===== src/rtl/serdes_pkg.sv =====
// serdes_pkg: shared state encoding and counter sizing for the serializer/deserializer pair
package serdes_pkg;
  typedef enum logic {ST_IDLE = 1'b0, ST_SHIFT = 1'b1} state_t;
  function automatic int cnt_width(input int width);
    return (width > 1) ? $clog2(width) : 1;
  endfunction
endpackage


===== src/rtl/bit_counter.sv =====
// bit_counter: WIDTH-modulo bit counter with load-to-zero and terminal count
module bit_counter
  import serdes_pkg::*;
#(
  parameter int WIDTH = 8,
  localparam int CW = cnt_width(WIDTH)
) (
  input  logic          clk,
  input  logic          rst,
  input  logic          clr,
  input  logic          en,
  output logic [CW-1:0] cnt,
  output logic          tc
);
  assign tc = cnt == CW'(WIDTH - 1);
  // count up, wrapping after the last bit; clr restarts a new word at zero
  always_ff @(posedge clk)
    if (rst || clr) cnt <= '0;
    else if (en) cnt <= tc ? '0 : cnt + 1'b1;
endmodule


===== src/rtl/piso_serializer.sv =====
// piso_serializer: valid/ready word in, gapless framed bit stream out
module piso_serializer
  import serdes_pkg::*;
#(
  parameter int WIDTH     = 8,
  parameter bit MSB_FIRST = 1'b1
) (
  input  logic             clk,
  input  logic             rst,
  input  logic [WIDTH-1:0] din,
  input  logic             din_valid,
  output logic             din_ready,
  output logic             sout,
  output logic             sout_valid,
  output logic             frame_start,
  output logic             frame_end,
  output logic             busy
);
  localparam int CW = cnt_width(WIDTH);
  state_t state, state_nx;
  logic [CW-1:0] cnt;
  logic [WIDTH-1:0] sr;
  logic tc, shifting, more, accept;
  assign shifting  = state == ST_SHIFT;
  assign more      = shifting & ~tc;
  assign din_ready = ~shifting | tc;
  assign accept    = din_valid & din_ready;
  assign busy      = sout_valid;
  bit_counter #(.WIDTH(WIDTH)) u_cnt (
    .clk(clk),
    .rst(rst),
    .clr(accept),
    .en (shifting),
    .cnt(cnt),
    .tc (tc)
  );
  // stay in SHIFT while bits remain or a new word arrives on the last bit
  always_comb state_nx = (accept || more) ? ST_SHIFT : ST_IDLE;
  // state register
  always_ff @(posedge clk) state <= rst ? ST_IDLE : state_nx;
  // shift register and registered serial outputs; sout reads one bit ahead of sr
  always_ff @(posedge clk)
    if (rst) begin
      sr          <= '0;
      sout        <= 1'b0;
      sout_valid  <= 1'b0;
      frame_start <= 1'b0;
      frame_end   <= 1'b0;
    end else begin
      sr          <= accept ? din : more ? (MSB_FIRST ? sr << 1 : sr >> 1) : sr;
      sout        <= accept ? (MSB_FIRST ? din[WIDTH-1] : din[0])
                   : more ? (MSB_FIRST ? sr[WIDTH-2] : sr[1]) : 1'b0;
      sout_valid  <= accept | more;
      frame_start <= accept;
      frame_end   <= more & (cnt == CW'(WIDTH - 2));
    end
endmodule

===== config.mk =====
export PLATFORM = sky130hd
export DESIGN_NAME = piso_serializer
export DESIGN_NICKNAME = d
export VERILOG_FILES = /design/src/rtl/serdes_pkg.sv /design/src/rtl/bit_counter.sv /design/src/rtl/piso_serializer.sv
export SDC_FILE = /design/constraint.sdc
export NUM_CORES = 1
export LEC_CHECK = 0
export BUFFER_PORTS_ARGS = -buffer_cell sky130_fd_sc_hd__clkbuf_2
export CAP_MARGIN = 10
export CORE_MARGIN = 5
export CORE_UTILIZATION = 40
export CTS_CLUSTER_SIZE = 8
export DETAILED_ROUTE_END_ITERATION = 8
export GPL_TIMING_DRIVEN = 0
export PLACE_DENSITY_LB_ADDON = 0.2
export SLEW_MARGIN = 5
export SYNTH_ARGS = -nofsm -noshare
export SYNTH_HDL_FRONTEND = slang
export SYNTH_SLANG_ARGS = --single-unit

===== constraint.sdc =====
create_clock -name clk -period 1.9 [get_ports clk]
set_clock_uncertainty 0.05 [all_clocks]
set_input_delay 0.285 -clock clk [delete_from_list [all_inputs] [get_ports clk]]
set_output_delay 0.285 -clock clk [all_outputs]
set_load 0.1 [all_outputs]

==> results by group <==
Power
  • VDD IR max: just over 400 uV
  • Power after layout: 0.706 mW
  • Sw Pwr: 0.214 mW
  • Sw Share: 30.3%
  • Power share of the clock group: around 31%
  • Internal cell power: 0.492 mW
  • PD cells: 782 nW/um^2
  • Combinational cell fraction of total power: 23.3%
  • Static Leakage: a little over 0.4 nW
  • Sequential share of power: a little under half

Run status
  • Status: finished clean

Timing
  • Hold Fails Final Rpt: 0
  • Slew margin rel.: 63.9%
  • Slew Limit Fails: 0
  • RSZ-0062 raised after global routing: false
  • Worst-Margin Slew: 0.543 ns
  • Final worst slack: 0.0614 ns
  • Tcrit/Tclk final: 96.8%
  • Final setup vio count: 0
  • Highest clock rate: 544 MHz
  • Crit path time final: about 1.8 ns
  • Fin Setup TNS: 0 ns

Synth
  • Post-synth top area cell: dfxtp_1
  • Count leader, synth: dfxtp_1
  • Synth top cells by count: 14 x dfxtp_1, 10 x nor2_1, 7 x mux2i_1, 6 x a211oi_2
  • Syn nets: 78
  • Syn. warnings: 0
  • Synth cell types: 19
  • Cells after synthesis: 64
  • Post-synth EDFFs: 0
  • Avg Inst Size Synth: 10.4 um^2
  • Flops & latches, synth: 14
  • Largest cells by area after synthesis: dfxtp_1 42%, a211oi_2 11%, mux2i_1 11%
  • Post-Synthesis Cell Area: 667 um^2
  • Ys async rst share: 0%
  • Ys flop type: dfxtp_1
  • Seq/Total Area, Yosys: 42.0%
  • Top-area cell type share of the netlist area: a little over two fifths

Routing
  • First DRT Iteration DRCs: 4
  • Wire length per cell: between 10 and 15 um
  • Vias/cell: approximately 5.1
  • Drt total wl: 1370 um
  • DRT antenna net count: 0
  • Highest Signal Layer: met4
  • Metal3 WL: around 100 um
  • M1 wire length: 566 um
  • Pre-antenna DRT Iters: 4
  • # DRC: 0
  • Vias: 545
  • Routed wl met2: 675 um

Clock network
  • CTS Root Cell: clkbuf_4
  • Max clock buf depth: 2
  • Clock Latency Late Sink: 0.28 ns
  • CTS buffer count: 3
  • Reg clk slew, reported paths: 0.09 ns
  • CTS tree: yes
  • # clock sinks: 14
  • H-tree depth: 1
  • # hold bufs at CTS: 0

Critical path
  • Crit path DAT: 1.50 ns
  • Setup crit start kind: flop
  • WS Path Type: flop to output port
  • CP required: around 1.6 ns
  • R2R cell count: 7
  • Worst reg2reg setup slack: between 0.3 and 0.4 ns
  • Reg-to-Reg End: sr[6]$_SDFFE_PP0P_
  • Worst-path maximum fanout: 7
  • Worst Setup End Kind: output port
  • Reg2reg start: u_cnt.cnt[1]$_SDFFE_PP0P_

Placement
  • Final Wtd Congestion: 0.675
  • Port bufs: 15
  • Place WS: -0.0408 ns
  • Post-placement cell area: 763 um^2
  • HPWL after detailed placement: 910 um

Cells and area
  • Share of layout cells above drive strength 1: 51.6%
  • Layout overhead on the synthesized area: 35.5%
  • Util after Layout: 58.6%
  • Layout net count: roughly 110
  • # fillers: 134
  • Post-route cell area: 903 um^2
  • Ant. Diodes: 0

Floorplan
  • I/O Pins: 17
  • Core area: 1540 um^2
  • Die Y: 50.8 um
  • Row count: 14
  • Die area: 2580 um^2
  • Die X: 50.8 um
  • Initial Util: a little over two fifths

Flow run
  • MaxCap Viol Count: 0

Global route
  • Vias in the first global route: between 500 and 600
  • GRT overflow: 0
  • Initial antenna violation count: 0
  • Largest net degree at the start of global routing: 16
  • Global Route Usage Sum: between 10% and 20%
  • First-pass GRT wire length: between 2000 and 2500 um

Min path
  • Hold Path Sink: sr[1]$_SDFFE_PP0P_
  • Min-delay src: rst
  • Hold path cells: 2
  • HP Class: primary input to flop
==> kinds of logic after synthesis <==
family	synth area share [%]
multiplexers	10.5
buffers and inverters	8.63
AO/OA/AOI/OAI	15.2
flip-flops	42.0
adder cells (fa/ha/maj)	5.63
AND/OR/NAND/NOR	18.0
==> final cells by class <==
type | count | area (um^2) | share of cell area, %
inverters | 2 | 20.0 | 2.22
clock buffers | 4 | 36.3 | 4.02
flip-flops and latches | 14 | 283 | 31.3
repair buffers | 24 | 163 | 18.0
multi-input cells | 43 | 354 | 39.2
plain buffers | 4 | 27.5 | 3.05
well taps | 16 | 20.0 | 2.22
==> worst max-delay path, stage by stage (launching register included) <==
cell and delay, ns:
dfxtp_1 0.35, ha_4 0.17, ha_4 0.15, and2b_4 0.29, clkinv_8 0.07, clkbuf_16 0.19
==> state kept, by name, indices dropped and copies added (netlist names) <==
register     flops
sout             1
u_cnt.cnt        3
sr               7
frame_end        1
frame_start      1
shifting         1
==> how the worst max path moves through the flow <==
stage / startpoint / endpoint / slack [ns] / cells past startpoint
6_report: u_cnt.cnt[1]$_SDFFE_PP0P_ / din_ready / 0.06 / 5
5_1_grt: u_cnt.cnt[1]$_SDFFE_PP0P_ / din_ready / 0.002 / 5
4_1_cts: u_cnt.cnt[0]$_SDFFE_PP0P_ / din_ready / 0.01 / 5
3_5_place_dp: u_cnt.cnt[0]$_SDFFE_PP0P_ / din_ready / -0.04 / 6
3_3_place_gp: u_cnt.cnt[0]$_SDFFE_PP0P_ / din_ready / -0.03 / 6
2_1_floorplan: shifting$_SDFF_PP0_ / din_ready / 0.36 / 3
==> routing by layer <==
metal | vias up | global-route usage [%]
met2 | 15 | 19.2
met1 | 251 | 14.2
li1 | 275 | -
met4 | 0 | 6.38
met5 | - | 0
met3 | 4 | 4.65
==> through the flow <==
stage	instances	hold slack, ns
after floorplan	64	0.300
final	107	0.191
after global placement	95	0.401
after CTS	100	0.184
after global routing	107	0.177
after detailed placement	95	0.398
==> layout by cell type, fill, tap and decap left out, types with 2 or more instances in the layout <==
cell type,instances
a21oi_1,4
clkbuf_2,14
ha_4,2
a211oi_2,6
nand2_1,3
nor3b_1,4
dfxtp_2,2
dfxtp_1,12
buf_4,12
nor2_1,10
clkbuf_4,3
mux2i_1,7
==> power by group through the flow <==
stage / Clock [mW] / Combinational (mW) / Sequential, mW
after detailed placement: 0 / 0.147 / 0.330
after global routing: 0.243 / 0.178 / 0.328
after floorplan: 0 / 0.0921 / 0.355
after global placement: 0 / 0.145 / 0.329
after CTS: 0.225 / 0.149 / 0.323
final: 0.217 / 0.165 / 0.325
==> timing repair <==
action	in CTS	in global routing
setup buffers	2	7
resized for setup	6	5
endpoints found under the setup margin	1	1
cloned	0	0
No activity file was read; power rests on OpenSTA's default activity.
